### config.mk
export PLATFORM = sky130hd
export DESIGN_NAME = parity_serial_rx
export DESIGN_NICKNAME = d
export VERILOG_FILES = /design/src/rtl/parity_rx_pkg.sv /design/src/rtl/parity_bit_accum.sv /design/src/rtl/parity_serial_rx.sv
export SDC_FILE = /design/constraint.sdc
export NUM_CORES = 1
export LEC_CHECK = 0
export ABC_AREA = 0
export CORE_UTILIZATION = 30
export DETAILED_ROUTE_END_ITERATION = 6
export GPL_TIMING_DRIVEN = 0
export SYNTH_ARGS = -nofsm -noshare
export SYNTH_HDL_FRONTEND = slang
export SYNTH_SLANG_ARGS = --single-unit
### constraint.sdc
create_clock -name clk -period 2.3 [get_ports clk]
set_input_delay 0.46 -clock clk [delete_from_list [all_inputs] [get_ports clk]]
set_output_delay 0.46 -clock clk [all_outputs]
set_load 0.01 [all_outputs]
### src/rtl/parity_rx_pkg.sv
// Shared types for the parity-protected 1-wire receive path.
// Holds the receiver FSM state encoding and the line idle level.
package parity_rx_pkg;

    typedef enum logic [2:0] {
        IDLE,
        START,
        DATA,
        PARITY,
        STOP
    } rx_state_t;

    localparam logic IDLE_LEVEL = 1'b1;

endpackage

### src/rtl/parity_bit_accum.sv
// 1-bit XOR parity accumulator with clear and enable.
// Ports: clk, rst (async, active-high), clr (load PARITY_ODD),
//        en (fold din into acc), din, acc (running parity).
module parity_bit_accum #(
    parameter logic PARITY_ODD = 1'b0
) (
    input  logic clk,
    input  logic rst,
    input  logic clr,
    input  logic en,
    input  logic din,
    output logic acc
);

    always_ff @(posedge clk or posedge rst) begin
        if (rst) begin
            acc <= PARITY_ODD;
        end else if (clr) begin
            acc <= PARITY_ODD;
        end else if (en) begin
            acc <= acc ^ din;
        end
    end

endmodule

### src/rtl/parity_serial_rx.sv
// Oversampling serial receiver: start, DATA_W bits LSB-first, parity, stop.
// Ports: clk, rst (async, active-high), rx_in (serial, idle high),
//        data_out, valid_out (1-cycle pulse), parity_err, frame_err, busy.
// Macro PARITY_RX_FRAME_CHECK_EN: when defined, frame_err reports a
// low stop bit; otherwise frame_err is tied 0.
module parity_serial_rx
    import parity_rx_pkg::*;
#(
    parameter int DATA_W     = 8,
    parameter int OVERSAMPLE = 4,
    parameter int PARITY_ODD = 0
) (
    input  logic              clk,
    input  logic              rst,
    input  logic              rx_in,
    output logic [DATA_W-1:0] data_out,
    output logic              valid_out,
    output logic              parity_err,
    output logic              frame_err,
    output logic              busy
);

    localparam int CW = $clog2(OVERSAMPLE);
    localparam int BW = $clog2(DATA_W + 1);
    localparam logic [CW-1:0] HALF = CW'(OVERSAMPLE / 2 - 1);
    localparam logic [CW-1:0] FULL = CW'(OVERSAMPLE - 1);
    localparam logic [BW-1:0] LAST = BW'(DATA_W - 1);

    logic              rx_m;
    logic              rx_s;
    rx_state_t         state;
    logic [CW-1:0]     cnt;
    logic [BW-1:0]     bit_cnt;
    logic [DATA_W-1:0] shift;
    logic [DATA_W:0]   shift_in;
    logic              perr;
    logic              acc;
    logic              acc_clr;
    logic              acc_en;
    logic              at_mid;

    // Two-flop synchronizer, reset to the idle line level.
    always_ff @(posedge clk or posedge rst) begin
        if (rst) begin
            rx_m <= IDLE_LEVEL;
            rx_s <= IDLE_LEVEL;
        end else begin
            rx_m <= rx_in;
            rx_s <= rx_m;
        end
    end

    assign at_mid   = (cnt == FULL);
    assign acc_clr  = (state == IDLE);
    assign acc_en   = (state == DATA) && at_mid;
    // Concatenate-then-drop keeps the shift legal for DATA_W == 1.
    assign shift_in = {rx_s, shift};
    assign busy     = (state != IDLE);

    parity_bit_accum #(
        .PARITY_ODD(PARITY_ODD != 0)
    ) u_accum (
        .clk(clk),
        .rst(rst),
        .clr(acc_clr),
        .en (acc_en),
        .din(rx_s),
        .acc(acc)
    );

    always_ff @(posedge clk or posedge rst) begin
        if (rst) begin
            state      <= IDLE;
            cnt        <= '0;
            bit_cnt    <= '0;
            shift      <= '0;
            perr       <= 1'b0;
            data_out   <= '0;
            valid_out  <= 1'b0;
            parity_err <= 1'b0;
            frame_err  <= 1'b0;
        end else begin
            valid_out <= 1'b0;
            unique case (state)
                IDLE: begin
                    if (rx_s != IDLE_LEVEL) begin
                        state <= START;
                        cnt   <= '0;
                    end
                end
                START: begin
                    if (cnt == HALF) begin
                        cnt   <= '0;
                        // A high line at mid start bit is a glitch.
                        state <= rx_s ? IDLE : DATA;
                    end else begin
                        cnt <= cnt + CW'(1);
                    end
                end
                DATA: begin
                    if (at_mid) begin
                        cnt   <= '0;
                        shift <= shift_in[DATA_W:1];
                        if (bit_cnt == LAST) begin
                            bit_cnt <= '0;
                            state   <= PARITY;
                        end else begin
                            bit_cnt <= bit_cnt + BW'(1);
                        end
                    end else begin
                        cnt <= cnt + CW'(1);
                    end
                end
                PARITY: begin
                    if (at_mid) begin
                        cnt   <= '0;
                        perr  <= acc ^ rx_s;
                        state <= STOP;
                    end else begin
                        cnt <= cnt + CW'(1);
                    end
                end
                STOP: begin
                    if (at_mid) begin
                        cnt        <= '0;
                        data_out   <= shift;
                        parity_err <= perr;
`ifdef PARITY_RX_FRAME_CHECK_EN
                        frame_err  <= ~rx_s;
`else
                        frame_err  <= 1'b0;
`endif
                        valid_out  <= 1'b1;
                        state      <= IDLE;
                    end else begin
                        cnt <= cnt + CW'(1);
                    end
                end
                default: begin
                    state <= IDLE;
                    cnt   <= '0;
                end
            endcase
        end
    end

endmodule
==> results of run 1 <==
cell families after synthesis:
group | count (synthesis) | synth area share, %
multiplexers | 19 | 15.50
buffers and inverters | 13 | 4.648
AND/OR/NAND/NOR | 24 | 9.753
other | 1 | 0.2732
XOR/XNOR | 2 | 1.276
adder cells (fa/ha/maj) | 5 | 4.558
AO/OA/AOI/OAI | 16 | 7.294
flip-flops | 31 | 56.70
metal layers:
metal / vias up / track usage (%)
li1: 422 / -
met1: 440 / 12.41
met2: 13 / 19.09
met3: 7 / 4.651
met4: 0 / 6.667
met5: - / 0
per-stage QoR:
step	util, %	setup slack [ps]
2_1_floorplan	-	673.5
3_3_place_gp	35.76	355.1
3_5_place_dp	35.76	336.8
4_1_cts	38.44	13.82
5_1_grt	38.27	50.65
6_report	38.27	129.3
synth_stat cells:
master	number	area [sq um]
a21boi_0	1	7.510
a21oi_1	2	10.01
a31oi_1	1	6.260
a32oi_1	2	17.52
and3_1	1	6.260
and4bb_2	1	12.51
buf_1	1	3.750
buf_2	3	15.01
buf_4	1	7.510
buf_6	1	11.26
clkbuf_1	1	3.750
conb_1	1	3.750
dfrtp_1	29	725.7
dfstp_2	2	52.55
ha_1	5	62.56
inv_1	6	22.52
mux2_2	18	202.7
mux2i_1	1	10.01
nand2_1	6	22.52
nand3_1	1	5.000
nand4_1	2	12.51
nand4b_1	1	8.760
nor2_1	5	18.77
nor2b_1	2	12.51
nor3_1	1	5.000
nor3b_1	2	15.01
o211ai_1	1	7.510
o21ai_0	6	30.03
o21ai_1	1	5.000
o311ai_0	1	8.760
o31ai_1	1	7.510
or3_1	1	6.260
or3b_1	1	8.760
xnor2_1	2	17.52
power by group through the flow:
stage / clock, W / combinational (W) / sequential, W
floorplan: 0 / 0.000316 / 0.000718
global placement: 0 / 0.000395 / 0.000731
detailed placement: 0 / 0.000430 / 0.000742
CTS: 0.000561 / 0.000434 / 0.000733
global route: 0.000585 / 0.000446 / 0.000783
finish: 0.000544 / 0.000396 / 0.000761
layout make-up:
cell class,count,area [sq um],area share [%]
Inverter,6,22.52,1.342
Multi-Input combinational cell,67,530.5,31.62
Clock buffer,6,82.58,4.922
Clock inverter,2,35.03,2.088
Buffer,5,33.78,2.013
Tap cell,52,65.06,3.878
Sequential cell,31,778.2,46.38
Timing Repair Buffer,13,130.1,7.755
path summary, 6_finish.rpt:
path | slack (ps) | endpoint | from | depth (start not counted)
min in group asynchronous | 780 | cnt[0]$_DFFE_PP0P_ | rst | 2
worst max register to register | 410 | shift[3]$_DFFE_PP0P_ | cnt[0]$_DFFE_PP0P_ | 5
worst max-delay path | 130 | busy | state[0]$_DFFE_PP0P_ | 3
worst min register to register | 350 | rx_s$_DFF_PP1_ | rx_m$_DFF_PP1_ | 0
worst min-delay path | 350 | rx_s$_DFF_PP1_ | rx_m$_DFF_PP1_ | 0
max in group asynchronous | 840 | bit_cnt[2]$_DFFE_PP0P_ | rst | 2
worst max-delay path, cell delays in order (launching register included):
cell             delay, ps
dfrtp_1                380
buf_2                  180
or3_1                  370
clkdlybuf4s50_1        490
flip-flops by register name, summed over array words and instances, names as in the netlist:
| signal | flops |
|---|---|
| bit_cnt | 4 |
| cnt | 2 |
| data_out | 8 |
| parity_err | 1 |
| perr | 1 |
| rx_m | 1 |
| rx_s | 1 |
| shift | 8 |
| state | 3 |
| u_accum.acc | 1 |
| valid_out | 1 |
==> reports/metrics.csv, run 1 <==
stage,metric,value,unit
synth,yosysWarnings,0,
pwr,cell_internal_pwr,0.001187,W
clock_network,clock_latency,280,ps
global_route,grt_max_degree,32,
routing,vias,882,
cells_and_area,final_cell_count_no_fill,182,
cells_and_area,nFillCells,428,
pwr,fin_total_pwr,0.001702,W
synth,syn_area,1373,sq um
routing,wl,2.404,mm
clock_network,cts_hold_buf,0,
global_route,grt_overflow_total,0,
placed_design,dp.cells,176,
synth,ys_seq_area_share,56.70,%
cells_and_area,layout-drive-gt1-share,26.15,%
sta,max_freq,460.7,MHz
cells_and_area,syn2layout_area_growth,22.24,%
placed_design,globalplace.congestion,0.7122,
routing,top_layer,met4,
clock_network,clock_sinks,31,
worst_setup_path,cp_data_arrival_time,1710,ps
routing,wire_per_inst,13.21,microns
clock_network,numCtsBuffers,5,
sta,skew,8.532,ps
sta,rsz0062_at_grt,no,
sta,hold_slack,348.0,ps
clock_network,cts-root-buf,clkbuf_8,
sta,tightest_slew,1122,ps
worst_setup_path,crit_required,1840,ps
sta,period_minus_slack,2171,ps
global_route,grt_first_pass_wirelength,4.319,mm
routing,wl_met3,96,microns
worst_setup_path,crit_type,reg2out,
synth,syn_nets,119,
synth,avgSynthCellArea,12.37,sq um
routing,m1WireLength,1.054,mm
sta,setup_viol,0,
worst_setup_path,crit_path_start_kind,flop,
routing,drtIter0Drc,25,
cells_and_area,insertedDiodeCount,0,
placed_design,placedInstanceArea,1568,sq um
run,max_cap_violations,0,
pwr,net-switching-power,0.0005141,W
routing,antenna_left,0,
routing,drt-pass1-iter-count,2,
clock_network,path_clk_slew,70,ps
sta,finalHoldViolCount,0,
die,die_x,69.64,microns
global_route,antenna_found_initial,0,
cells_and_area,postLayoutCellArea,1678,sq um
die,num_io_pins,15,
global_route,grt_pass1_vias,949,
die,coreArea,4384,sq um
pwr,power.density,1014,nW/um^2
die,rows,24,
worst_setup_path,crit_fanout,10,
clock_network,postCtsSetupRepairBufs,0,
die,die_h,69.64,microns
sta,slew_headroom,25.15,%
synth,synth_cells,111,
worst_setup_path,critPathCaptureType,output pin,
pwr,pwr-share-comb,23.3,%
cells_and_area,final_common_cell,dfrtp_1,
sta,drv_slew,0,
pwr,ir_drop,0.6062,mV
clock_network,ctsResizeCount,0,
placed_design,port_buffers,13,
pwr,leakage,0.7785,nW
routing,drc,0,
global_route,grtUsageTotal,11.53,%
die,start_util,31.31,%
cells_and_area,final_nets,137,
synth,synth_seq_cells,31,
clock_network,clk_path_buf_depth,2,
routing,dr_wl_met2,1.196,mm
pwr,clkPwrFrac,32.0,%
min_path,hold_path_class,reg2reg,
routing,vias_per_cell,4.846,
cells_and_area,final_cell_mix,"29 x dfrtp_1, 18 x mux2_2, 13 x clkdlybuf4s50_1",
clock_network,cts_tree,done,
pwr,pwr-share-seq,44.7,%
clock_network,htree_num_levels,2,
pwr,p_sw_share,30.21,%
die,die-area,4850,sq um
sta,final.setup.tns,0,ps
synth,yosysUniqueCellTypes,34,
outcome,outcome,"complete, no violations",
placed_design,hpwl,1.677,mm
sta,period_share,94.38,%
Power figures use the tool's default switching activity.
==> run 2, diff against run 1 <==
--- a/config.mk
+++ b/config.mk
@@ -5,8 +5,8 @@
 export SDC_FILE = /design/constraint.sdc
 export NUM_CORES = 1
 export LEC_CHECK = 0
-export ABC_AREA = 0
 export CORE_UTILIZATION = 30
+export CTS_BUF_LIST = sky130_fd_sc_hd__clkbuf_2
 export DETAILED_ROUTE_END_ITERATION = 6
 export GPL_TIMING_DRIVEN = 0
 export SYNTH_ARGS = -nofsm -noshare
==> run 2 against run 1 <==
  * Core utilization shrank 1.3 points
  * Sequential cell count did not move
  * Setup slack better by 90 ps
  * Sequential power is 0.8% lower
  * Sequential share of layout area rose by 1.6 points
  * Routed wire length shrank 2.6%
  * Clock-buffer cell count fell by 1
  * Critical path depth is the same
  * Via count grew 0.23%
  * Worst hold slack lost 9.1 ps
  * Clock skew up 14 ps
  * Final area down 3.3%
  * Critical path type unchanged
  * Critical endpoint unchanged
  * Highest routed layer unchanged
==> reports/metrics.csv, run 2 (synthesis results as in run 1) <==
stage,metric,value,unit,change
cells_and_area,insertedDiodeCount,0,,unchanged
global_route,antenna_found_initial,0,,unchanged
worst_setup_path,critPathCaptureType,output pin,,unchanged
sta,period_share,90.48,%,was 94.38%
placed_design,port_buffers,13,,unchanged
worst_setup_path,cp_data_arrival_time,1620,ps,was 1710 ps
sta,finalHoldViolCount,0,,unchanged
worst_setup_path,crit_fanout,10,,unchanged
worst_setup_path,crit_path_start_kind,flop,,unchanged
sta,hold_slack,338.9,ps,was 348.0 ps
global_route,grt_first_pass_wirelength,4.112,mm,was 4.319 mm
routing,drt-pass1-iter-count,4,,was 2
die,rows,24,,unchanged
pwr,leakage,0.7577,nW,was 0.7785 nW
cells_and_area,final_common_cell,dfrtp_1,,unchanged
worst_setup_path,path_cells,buf_2 -> or3_1 -> dlygate4sd2_1,,was buf_2 -> or3_1 -> clkdlybuf4s50_1
clock_network,clock_latency,370,ps,was 280 ps
clock_network,clk_path_buf_depth,2,,unchanged
clock_network,ctsResizeCount,1,,was 0
die,num_io_pins,15,,unchanged
pwr,ir_drop,0.4846,mV,was 0.6062 mV
outcome,outcome,"complete, no violations",,unchanged
die,die_x,69.64,microns,unchanged
worst_setup_path,crit_required,1840,ps,about the same
run,max_cap_violations,0,,unchanged
routing,vias,884,,was 882
clock_network,postCtsSetupRepairBufs,0,,unchanged
worst_setup_path,slowest_delay,410,ps,was 490 ps
die,coreArea,4384,sq um,unchanged
cells_and_area,final_cell_mix,"29 x dfrtp_1, 18 x mux2_2, 12 x clkdlybuf4s50_1",,"was 29 x dfrtp_1, 18 x mux2_2, 13 x clkdlybuf4s50_1"
sta,rsz0062_at_grt,no,,unchanged
clock_network,cts-root-buf,clkbuf_2,,was clkbuf_8
clock_network,path_clk_slew,170,ps,was 70 ps
sta,setup_viol,0,,unchanged
routing,wire_per_inst,12.86,microns,was 13.21 microns
sta,final.setup.tns,0,ps,unchanged
sta,period_minus_slack,2081,ps,was 2171 ps
placed_design,place_ws,336.8,ps,unchanged
clock_network,clock_sinks,31,,unchanged
sta,tightest_slew,1133,ps,was 1122 ps
cells_and_area,nFillCells,436,,was 428
clock_network,cts_tree,done,,unchanged
placed_design,hpwl,1.677,mm,unchanged
cells_and_area,reg.largest.list,"data_out: 8 flops, shift: 8 flops, bit_cnt: 4 flops",,unchanged
cells_and_area,layout-drive-gt1-share,25.38,%,was 26.15%
cells_and_area,final_nets,137,,unchanged
clock_network,cts_hold_buf,0,,unchanged
sta,drv_slew,0,,unchanged
global_route,grtUsageTotal,11.05,%,was 11.53%
global_route,grt_pass1_vias,918,,was 949
worst_setup_path,cp_slowest_cell,dfrtp_1,,was clkdlybuf4s50_1
die,start_util,31.31,%,unchanged
clock_network,htree_num_levels,2,,unchanged
worst_setup_path,crit_type,reg2out,,unchanged
cells_and_area,syn2layout_area_growth,18.23,%,was 22.24%
routing,antenna_left,0,,unchanged
die,die_h,69.64,microns,unchanged
min_path,hold_path_class,reg2reg,,unchanged
pwr,power.density,927.0,nW/um^2,was 1014 nW/um^2
routing,wl,2.341,mm,was 2.404 mm
global_route,grt_overflow_total,0,,unchanged
sta,max_freq,480.6,MHz,was 460.7 MHz
sta,skew,22.92,ps,was 8.532 ps
routing,vias_per_cell,4.857,,was 4.846
sta,slew_headroom,24.36,%,was 25.15%
placed_design,globalplace.congestion,0.7122,,unchanged
sta,fin_ws,219.0,ps,was 129.3 ps
die,die-area,4850,sq um,unchanged
global_route,grt_max_degree,32,,unchanged
clock_network,numCtsBuffers,5,,unchanged
routing,drtIter0Drc,16,,was 25
routing,drc,0,,unchanged
## run 2: power by group
group          switching [W]  internal, W  leakage (nW)  total [W]
combinational       0.000205     0.000182         0.303   0.000387
clock               0.000183     0.000179        0.0404   0.000362
sequential          0.000110     0.000646         0.414   0.000755
total               0.000497      0.00101         0.758    0.00150
## run 2: cell type report
| type | count | area (sq um) | area share (%) |
|---|---|---|---|
| clock buffer | 5 | 25.02 | 1.542 |
| buffer | 5 | 33.78 | 2.082 |
| inverter | 6 | 22.52 | 1.388 |
| timing repair buffer | 13 | 128.9 | 7.941 |
| sequential | 31 | 778.2 | 47.96 |
| multi-input combinational | 67 | 530.5 | 32.69 |
| tap | 52 | 65.06 | 4.009 |
| clock inverter | 3 | 38.79 | 2.390 |
## run 2: worst paths after layout
| kind | startpoint | to | slack [ps] | depth (start not counted) |
|---|---|---|---|---|
| worst min-delay path | rx_m$_DFF_PP1_ | rx_s$_DFF_PP1_ | 340 | 0 |
| worst min register to register | rx_m$_DFF_PP1_ | rx_s$_DFF_PP1_ | 340 | 0 |
| worst max register to register | cnt[0]$_DFFE_PP0P_ | shift[3]$_DFFE_PP0P_ | 380 | 5 |
| max in group asynchronous | rst | bit_cnt[2]$_DFFE_PP0P_ | 930 | 2 |
| min in group asynchronous | rst | shift[6]$_DFFE_PP0P_ | 670 | 2 |
| worst max-delay path | state[0]$_DFFE_PP0P_ | busy | 220 | 3 |
## run 2: worst max-delay path: cells and delay by family (launching register included)
family | cells | cell delay [ps]
buffers and inverters | 2 | 470
and+or+nand+nor | 1 | 370
DFF | 1 | 410
## run 2: metrics by stage
step | cells | util [%] | instance area, sq um | power (W)
3_5_place_dp | 176 | 35.76 | 1568 | 0.001172
2_1_floorplan | 111 | - | 1373 | 0.001034
6_report | 182 | 37.01 | 1623 | 0.001504
3_3_place_gp | 176 | 35.76 | 1568 | 0.001127
5_1_grt | 182 | 37.01 | 1623 | 0.001612
4_1_cts | 182 | 37.01 | 1623 | 0.001523
## run 2: metal layers
layer  up-vias  wire, microns  global-route usage (%)
met5         -              0                       0
met4         0             56                   6.444
met3         7            103                   4.506
met2        19           1132                   17.91
met1       439           1049                   12.20
li1        419              -                       -
==> run 3, diff against run 2 <==
--- a/config.mk
+++ b/config.mk
@@ -12,3 +12,4 @@
 export SYNTH_ARGS = -nofsm -noshare
 export SYNTH_HDL_FRONTEND = slang
 export SYNTH_SLANG_ARGS = --single-unit
+export TNS_END_PERCENT = 20
==> results of run 3 <==
The final DEF is identical to that of run 2; final timing and power are the same.
